## src/rtl/dpd_coef_ctrl.sv

```systemverilog
// dpd_coef_ctrl: double-buffered DPD coefficient bank with a frame-aligned atomic swap,
// plus a snapshot-and-stream path for the core's basis terms.
module dpd_coef_ctrl #(
    parameter int W = 20,
    parameter int N = 15,
    parameter logic [W-1:0] C0_RESET = 20'h40000
) (
    input  logic           clk,
    input  logic           reset,
    input  logic           wr_valid,
    output logic           wr_ready,
    input  logic [3:0]     wr_idx,
    input  logic [W-1:0]   wr_i,
    input  logic [W-1:0]   wr_q,
    output logic           wr_err,
    input  logic           commit,
    input  logic           frame_sync,
    output logic           commit_busy,
    output logic           commit_done,
    output logic [N*W-1:0] coef_i,
    output logic [N*W-1:0] coef_q,
    input  logic [N*W-1:0] yy_i,
    input  logic [N*W-1:0] yy_q,
    input  logic           cap_req,
    output logic           cap_valid,
    input  logic           cap_ready,
    output logic [3:0]     cap_idx,
    output logic [W-1:0]   cap_i,
    output logic [W-1:0]   cap_q,
    output logic           cap_last
);
    typedef enum logic {IDLE, ARMED} state_t;
    typedef enum logic {C_IDLE, C_STREAM} cstate_t;
    localparam logic [3:0] LIM  = 4'(N);
    localparam logic [3:0] LAST = 4'(N - 1);
    state_t        state, state_nx;
    cstate_t       cstate, cstate_nx;
    logic [W-1:0]  sh_i [N];
    logic [W-1:0]  sh_q [N];
    logic [W-1:0]  snap_i [N];
    logic [W-1:0]  snap_q [N];
    logic          wr_fire, swap, cap_start, cap_fire, cap_end;
    assign wr_ready    = (state == IDLE);
    assign commit_busy = (state == ARMED);
    assign cap_valid   = (cstate == C_STREAM);
    assign wr_fire     = wr_valid & wr_ready;
    assign swap        = commit_busy & frame_sync;
    assign cap_start   = !cap_valid & cap_req;
    assign cap_fire    = cap_valid & cap_ready;
    assign cap_end     = cap_fire & (cap_idx == LAST);
    always_comb begin
        state_nx  = (state == IDLE) ? (commit ? ARMED : IDLE) : (frame_sync ? IDLE : ARMED);
        cstate_nx = (cstate == C_IDLE) ? (cap_req ? C_STREAM : C_IDLE) : (cap_end ? C_IDLE : C_STREAM);
    end
    always_ff @(posedge clk or posedge reset) begin
        if (reset) begin
            state  <= IDLE;
            cstate <= C_IDLE;
        end else begin
            state  <= state_nx;
            cstate <= cstate_nx;
        end
    end
    // Writes are blocked while ARMED, so a swap never races a shadow update.
    always_ff @(posedge clk or posedge reset) begin
        if (reset) begin
            for (int k = 0; k < N; k++) begin
                sh_i[k]          <= (k == 0) ? C0_RESET : '0;
                sh_q[k]          <= '0;
                coef_i[k*W +: W] <= (k == 0) ? C0_RESET : '0;
                coef_q[k*W +: W] <= '0;
            end
            wr_err      <= 1'b0;
            commit_done <= 1'b0;
        end else begin
            wr_err      <= wr_fire & (wr_idx >= LIM);
            commit_done <= swap;
            if (wr_fire && wr_idx < LIM) begin
                sh_i[wr_idx] <= wr_i;
                sh_q[wr_idx] <= wr_q;
            end
            if (swap) begin
                for (int k = 0; k < N; k++) begin
                    coef_i[k*W +: W] <= sh_i[k];
                    coef_q[k*W +: W] <= sh_q[k];
                end
            end
        end
    end
    // Output entry is preloaded from the snapshot so cap_i/cap_q stay registered.
    always_ff @(posedge clk or posedge reset) begin
        if (reset) begin
            for (int k = 0; k < N; k++) begin
                snap_i[k] <= '0;
                snap_q[k] <= '0;
            end
            cap_idx  <= '0;
            cap_i    <= '0;
            cap_q    <= '0;
            cap_last <= 1'b0;
        end else if (cap_start) begin
            for (int k = 0; k < N; k++) begin
                snap_i[k] <= yy_i[k*W +: W];
                snap_q[k] <= yy_q[k*W +: W];
            end
            cap_idx  <= '0;
            cap_i    <= yy_i[W-1:0];
            cap_q    <= yy_q[W-1:0];
            cap_last <= (N == 1);
        end else if (cap_end) begin
            cap_last <= 1'b0;
        end else if (cap_fire) begin
            cap_idx  <= cap_idx + 4'd1;
            cap_i    <= snap_i[cap_idx + 4'd1];
            cap_q    <= snap_q[cap_idx + 4'd1];
            cap_last <= (cap_idx + 4'd1 == LAST);
        end
    end
endmodule

```

## config.mk

```make
export PLATFORM = sky130hd
export DESIGN_NAME = dpd_coef_ctrl
export DESIGN_NICKNAME = d
export VERILOG_FILES = /design/src/rtl/dpd_coef_ctrl.sv
export SDC_FILE = /design/constraint.sdc
export NUM_CORES = 2
export LEC_CHECK = 0
export BUFFER_PORTS_ARGS = -buffer_cell sky130_fd_sc_hd__buf_2
export CELL_PAD_IN_SITES_DETAIL_PLACEMENT = 2
export CELL_PAD_IN_SITES_GLOBAL_PLACEMENT = 2
export CORE_AREA = 2 2 513 515
export CTS_BUF_LIST = sky130_fd_sc_hd__clkbuf_8 sky130_fd_sc_hd__clkbuf_16
export CTS_CLUSTER_SIZE = 40
export DETAILED_ROUTE_END_ITERATION = 10
export DIE_AREA = 0 0 515 517
export GPL_ROUTABILITY_DRIVEN = 1
export GPL_TIMING_DRIVEN = 0
export PLACE_DENSITY = 0.65
export SYNTH_ARGS = -nofsm -noshare
export SYNTH_HDL_FRONTEND = slang
export SYNTH_SLANG_ARGS = --single-unit
```

## constraint.sdc

```tcl
create_clock -name clk -period 59.4 [get_ports clk]
set_input_delay 11.88 -clock clk [delete_from_list [all_inputs] [get_ports clk]]
set_output_delay 11.88 -clock clk [all_outputs]
set_load 0.01 [all_outputs]
```

# Word level (Yosys, flattened, before mapping)
# Index checks and enable logic that the tools add are counted.
[op_classes]
addsub = 1
reduce_logical = 6
n_mux = 28
order_cmp = 5
n_eq_ne = 3
n_bitwise = 9
[ops]
columns = ["op", "count"]
rows = [
  ["bitwise mux 300 bit", 2],
  ["2-to-1 mux 20 bit", 11],
  ["binary-select mux 20 bit (select 4 bit)", 2],
  ["demux 20 bit (select 4 bit)", 1],
  ["2-to-1 mux 4 bit", 3],
  ["greater-or-equal comparator 5 bit, second input constant", 2],
  ["NOT 4 -> 5 bit", 2],
  ["2-to-1 mux 1 bit", 9],
  ["equality test 4 bit, second input constant", 2],
  ["bitwise AND 1 bit", 6],
  ["< comparator 5 x 1 -> 1 bit, second input constant", 1],
  ["adder 4 x 1 -> 4 bit, second input constant", 1],
  ["greater-or-equal comparator 4 bit, second input constant", 1],
  ["< comparator 4 bit, second input constant", 1],
  ["nonzero test 3 bit", 1],
  ["logical AND 1 bit", 2],
  ["inequality test 2 bit, second input constant", 1],
  ["AND reduction 2 bit", 1],
  ["nonzero test 2 bit", 1],
  ["logical NOT 1 bit", 1],
  ["NOT 1 bit", 1],
]
[totals]
register_bits = 1849
out_inout_bits = 650

# Depth between registers and ports, before layout
[logic_depth]
ltp_word = 8
ltp_mapped = 12
mapped_depth_nobuf = 7

# Least setup slack after synthesis
# OpenSTA, ideal clock, no wires.
[synth_timing]
kind = "input -> register"
from = "in wr_valid"
to = "reg sh_i[140] (netlist bit)"
arrival_ns = 13.110
slack_ns = 46.165
path_stages = 7
cell_sequence = "nor2b_1 -> nand2_1 -> nor2_1 -> and3_1 -> clkbuf_1 -> buf_2 -> mux2_2"
[synth_via]
elab_chain_len = 2
[synth_rtl]
columns = ["item", "line", "source"]
rows = [
  ["from (decl)", "10", "input logic wr_valid,"],
  ["bitwise AND 1 bit", "46", "assign wr_fire = wr_valid & wr_ready;"],
  ["logical AND 1 bit", "78", "if (wr_fire && wr_idx < LIM) begin"],
  ["to (signal, indexed assignment)", "68", "sh_i[k] <= (k == 0) ? C0_RESET : '0;"],
  ["to (signal, indexed assignment)", "79", "sh_i[wr_idx] <= wr_i;"],
  ["to (decl)", "38", "logic [W-1:0] sh_i [N];"],
]
# No other way between the ends.
# A chain may end at the register's enable or synchronous reset.

# Final worst setup path
[layout_timing]
from = "in cap_req"
to = "reg snap_q[77] (netlist bit)"
[layout_via]
elab_chain_len = 1
[layout_rtl]
columns = ["item", "line", "source"]
rows = [
  ["from (decl)", "24", "input logic cap_req,"],
  ["bitwise AND 1 bit", "48", "assign cap_start = !cap_valid & cap_req;"],
  ["to (signal, indexed assignment)", "104", "snap_q[k] <= yy_q[k*W +: W];"],
  ["to (decl)", "41", "logic [W-1:0] snap_q [N];"],
]
# No other way between the ends.

==> report_table.html <==
<table>
<tr><th>Metric</th><th>Value</th></tr>
<tr><th colspan="2">Logic synthesis</th></tr>
<tr><td>Most common cell in the synthesized netlist</td><td>nand2_1</td></tr>
<tr><td>Combinational family with the most area after synthesis</td><td>simple AND/OR/NAND/NOR gates</td></tr>
<tr><td>Post-synth design cell area</td><td>about 74000 um^2</td></tr>
<tr><td>Synth Warn #</td><td>0</td></tr>
<tr><td>Synthesized-area fraction occupied by and/or/nand/nor cells</td><td>0.197</td></tr>
<tr><td>Share of async-settable or async-resettable flops after synthesis</td><td>1.00</td></tr>
<tr><td>Most area-hungry cell type in the Yosys netlist</td><td>dfrtp_1</td></tr>
<tr><td>Share of synthesized cell area in full adder, half adder and majority cells</td><td>0.000509</td></tr>
<tr><td>#FFs+latches synth</td><td>approximately 1800</td></tr>
<tr><td>Count of flip-flops with a built-in enable after synthesis</td><td>0</td></tr>
<tr><td>Number of nets produced by synthesis</td><td>~7800</td></tr>
<tr><td>Post-Synthesis Cells</td><td>slightly above 7000</td></tr>
<tr><td>Mux cell area share after synthesis</td><td>0.132</td></tr>
<tr><td>Post-synthesis average cell area</td><td>between 10 and 15 um^2</td></tr>
<tr><td>Most used flip-flop cell after synthesis</td><td>dfrtp_1</td></tr>
<tr><td>Top area cells in the synthesized netlist</td><td>dfrtp_1 63%, nand2_1 19%, mux2_2 9.2%</td></tr>
<tr><td>Most frequent cells after synthesis</td><td>3799 x nand2_1, 1847 x dfrtp_1, 601 x mux2_2</td></tr>
<tr><td>Post-Synth XOR/XNOR Area</td><td>0.000577</td></tr>
<tr><td>Post-synthesis compound-gate area fraction</td><td>0.0179</td></tr>
<tr><td>Sequential cell area fraction in the yosys report</td><td>0.628</td></tr>
<tr><td>Distinct cell type count after synthesis</td><td>38</td></tr>
<tr><td>Area share of the largest cell type after synthesis</td><td>0.627</td></tr>
<tr><th colspan="2">Cells and area</th></tr>
<tr><td>Utilization of the core after routing</td><td>0.357</td></tr>
<tr><td>Sequential cell area in the final layout</td><td>approximately 46000 um^2</td></tr>
<tr><td>Final net count</td><td>slightly above 9000</td></tr>
<tr><td>Fill cells</td><td>around 28000</td></tr>
<tr><td>Count of non-filler cells in the finished layout</td><td>12400</td></tr>
<tr><td>Cell area after layout</td><td>between 90000 and 100000 um^2</td></tr>
<tr><td>Area added between synthesis and finish</td><td>26.5%</td></tr>
<tr><td>Fraction of layout cells with a size suffix above 1</td><td>0.278</td></tr>
<tr><td>Multi-input logic area</td><td>about 26000 um^2</td></tr>
<tr><th colspan="2">Power</th></tr>
<tr><td>NetSw</td><td>a little under 2000 uW</td></tr>
<tr><td>Internal power consumption</td><td>3080 uW</td></tr>
<tr><td>Overall Power</td><td>approximately 5000 uW</td></tr>
<tr><td>Worst supply voltage drop on vdd</td><td>roughly 0.000032 V</td></tr>
<tr><td>Share of total power consumed by net switching</td><td>0.388</td></tr>
<tr><td>Clock share of power</td><td>0.276</td></tr>
<tr><td>Logic pwr share</td><td>0.321</td></tr>
<tr><td>Leak Pwr</td><td>approximately 0.049 uW</td></tr>
<tr><td>Power density over the cells</td><td>about 54 nW/um^2</td></tr>
<tr><td>Part of the power in registers</td><td>0.403</td></tr>
<tr><th colspan="2">Clock network</th></tr>
<tr><td>Clock-pin slew on the worst setup and hold paths</td><td>about 60 ps</td></tr>
<tr><td>Clock tree from TritonCTS</td><td>yes</td></tr>
<tr><td>Count of H-tree levels built during CTS</td><td>4</td></tr>
<tr><td>Buffers from clock root to sink, at most</td><td>3</td></tr>
<tr><td>CTS Buf Count</td><td>211</td></tr>
<tr><td># hold bufs at CTS</td><td>0</td></tr>
<tr><td>CTS Sinks</td><td>1849</td></tr>
<tr><td>Number of gates resized after cts</td><td>0</td></tr>
<tr><td>Post CTS Setup Buffer Count</td><td>0</td></tr>
<tr><td>Clock Tree Root</td><td>clkbuf_16</td></tr>
<tr><td>Worst skew pair latency</td><td>between 800 and 900 ps</td></tr>
<tr><th colspan="2">Placed design</th></tr>
<tr><td>GPL Wtd Cong</td><td>0.905</td></tr>
<tr><td>Post-placement cell area</td><td>about 86000 um^2</td></tr>
<tr><td>Inst Count DP</td><td>roughly 12000</td></tr>
<tr><td>Half-perimeter wire length after placement</td><td>just under 300 mm</td></tr>
<tr><td>Count of buffers inserted at the top-level ports</td><td>1300</td></tr>
<tr><th colspan="2">Route</th></tr>
<tr><td>Detailed Route WL</td><td>~370 mm</td></tr>
<tr><td>Post-route DRC</td><td>0</td></tr>
<tr><td>Via density per instance</td><td>~5</td></tr>
<tr><td>Count of TritonRoute iterations in the first routing pass</td><td>5</td></tr>
<tr><td>Number of vias after detailed routing</td><td>60300</td></tr>
<tr><td>Number of nets with antenna violations after routing</td><td>0</td></tr>
<tr><td>Final routed wire length divided by cell count</td><td>a little under 30 um</td></tr>
<tr><td>Starting DRC count in detailed routing</td><td>~4100</td></tr>
<tr><th colspan="2">STA</th></tr>
<tr><td>Worst Clk Skew</td><td>~96 ps</td></tr>
<tr><td>Final number of setup-violating endpoints</td><td>0</td></tr>
<tr><td>Worst Max-Slew Pin Slew</td><td>about 1400 ps</td></tr>
<tr><td>Max-Slew Margin vs Limit</td><td>0.0351</td></tr>
<tr><td>Setup repair after global routing missed its margin</td><td>false</td></tr>
<tr><td>Max-slew violation count</td><td>0</td></tr>
<tr><td>Final count of hold timing violations</td><td>0</td></tr>
<tr><td>Top achievable clock speed</td><td>between 60 and 70 MHz</td></tr>
<tr><td>Crit share post-route</td><td>0.241</td></tr>
<tr><td>Fin Setup TNS</td><td>0 ps</td></tr>
<tr><td>Clock period minus worst slack</td><td>14330 ps</td></tr>
<tr><th colspan="2">Worst setup path</th></tr>
<tr><td>Crit. End Element</td><td>register</td></tr>
<tr><td>Critical Path Slowest Stage Cell</td><td>clkbuf_1</td></tr>
<tr><td>Cell family with most CP delay</td><td>buffers and inverters</td></tr>
<tr><td>Type of the worst setup path</td><td>input pin to register</td></tr>
<tr><td>Sequence of cells on the critical path</td><td>buf_2 -&gt; nor2b_1 -&gt; clkbuf_1 -&gt; clkbuf_1 -&gt; clkbuf_1 -&gt; nand2_1 -&gt; nand2_1</td></tr>
<tr><td>Crit-path most repeated cell</td><td>clkbuf_1</td></tr>
<tr><td>Required time of the critical path</td><td>about 60000 ps</td></tr>
<tr><td>Crit path launch type</td><td>input pin</td></tr>
<tr><td>CP max stage delay</td><td>between 1000 and 1500 ps</td></tr>
<tr><td>Maximum net fanout on the critical path</td><td>10</td></tr>
<tr><td>CP arrival</td><td>15130 ps</td></tr>
<tr><td>Count of buffering cells on the critical path with inverters included</td><td>4</td></tr>
<tr><th colspan="2">Die</th></tr>
<tr><td>Number of core rows</td><td>roughly 190</td></tr>
<tr><td>Floorplan die area</td><td>266000 um^2</td></tr>
<tr><td>Die Y</td><td>slightly above 500 um</td></tr>
<tr><td>Effective utilization at floorplan</td><td>0.282</td></tr>
<tr><td>Boundary pin count</td><td>about 1300</td></tr>
<tr><td>Placeable core region</td><td>261000 um^2</td></tr>
<tr><td>Die X-Extent</td><td>between 500 and 600 um</td></tr>
<tr><th colspan="2">Global route</th></tr>
<tr><td>Met1 Resource Use GR</td><td>0.358</td></tr>
<tr><td>Antenna violations before repair</td><td>roughly 150</td></tr>
<tr><td>Largest net degree at the start of global routing</td><td>44</td></tr>
<tr><td>Total GRT Usage</td><td>0.271</td></tr>
<tr><td>Grt peak-use layer</td><td>met2</td></tr>
<tr><td>Gr ovfl total</td><td>0</td></tr>
<tr><td>GR Layer Usage met2</td><td>0.409</td></tr>
<tr><td>Via count of the first global-routing pass</td><td>between 60000 and 70000</td></tr>
<tr><td>Met3 Track Usage GR</td><td>0.0739</td></tr>
<tr><td>Wire length of the first global-routing pass</td><td>between 500 and 600 mm</td></tr>
<tr><th colspan="2">Outcome</th></tr>
<tr><td>Outcome</td><td>completed</td></tr>
<tr><th colspan="2">Min path</th></tr>
<tr><td>HP Class</td><td>register to register</td></tr>
<tr><th colspan="2">Flow run</th></tr>
<tr><td>Reported max-cap violation count</td><td>0</td></tr>
</table>
## metal layers
layer / vias up / part of all wire
li1: 25900 / -
met1: 31900 / 0.43
met2: 1912 / 0.45
met3: 583 / 0.075
met4: 40 / 0.053
met5: - / 0.00069
## state kept, by name, indices dropped and copies added (netlist names)
register     cells
coef_i         300
coef_q         300
sh_i           300
sh_q           300
snap_i         300
snap_q         300
cap_i           20
cap_q           20
cap_idx          4
cap_last         1
cap_valid        1
commit_busy      1
commit_done      1
wr_err           1
## cell families after synthesis
kind of cell	after synthesis
buffers and inverters	453
AOI/OAI and AO/OA	219
xor gates and xnor gates	4
DFF	1849
muxes	761
adders and majority gates	3
and+or+nand+nor	3845
## worst register-to-register path, delay by kind of cell, from the launching register on
| kind | cells | cell delay (ps) |
|---|---|---|
| multiplexers | 1 | 660 |
| buffers and inverters | 7 | 3040 |
| flip-flops | 1 | 420 |
| AO/OA/AOI/OAI | 3 | 790 |
| adder cells (fa/ha/maj) | 1 | 240 |
## cell usage in the layout (no fill, tap or decap), drive strengths merged, types with 16 or more instances in the layout
cell type / synthesis / final
a31oi: 52 / 52
mux2: 601 / 601
dfrtp: 1847 / 1847
mux4: 108 / 108
bufinv: 0 / 16
inv: 5 / 44
nand2: 3799 / 3799
o22ai: 27 / 27
a21oi: 39 / 39
o21ai: 58 / 58
buf: 74 / 1430
o211ai: 28 / 28
clkbuf: 374 / 651
diode: 0 / 73
clkinv: 0 / 50
mux2i: 52 / 52
## power groups by stage
stage | combinational, uW | clock [uW] | sequential [uW]
after global placement | 1540 | 0 | 2040
after detailed placement | 1600 | 0 | 2040
after floorplan | 777 | 0 | 2010
after global routing | 1740 | 1470 | 2080
final | 1610 | 1390 | 2030
after CTS | 1620 | 1420 | 2020
## path summary, 6_finish.rpt
check                            from          end  slack, ps  cells after the start
max                           cap_req   snap_q[77]      45070                      7
max reg2reg                cap_idx[0]     cap_i[9]      54060                     12
min reg2reg                   sh_q[4]  coef_q[284]        420                      2
max in group asynchronous       reset  coef_q[110]      45530                     11
min in group asynchronous       reset  coef_i[227]      11120                      2
min                           sh_q[4]  coef_q[284]        420                      2
## metrics by stage
stage / setup WS, ps / hold slack [ps]
floorplan: 21870 / 432
global placement: 10000 / 442
detailed placement: 44170 / 453
CTS: 45110 / 428
global route: 44960 / 459
finish: 45070 / 425
## area by class of cell
class / instances / area share
clock buffer: 277 / 0.0664
buffer: 448 / 0.0187
clock inverter: 109 / 0.0137
timing repair buffer: 1356 / 0.0816
tap: 3420 / 0.0459
sequential: 1849 / 0.496
inverter: 5 / 0.000242
antenna: 73 / 0.00196
multi-input combinational: 4832 / 0.275
Note: power is estimated with default switching activity, not from simulation.
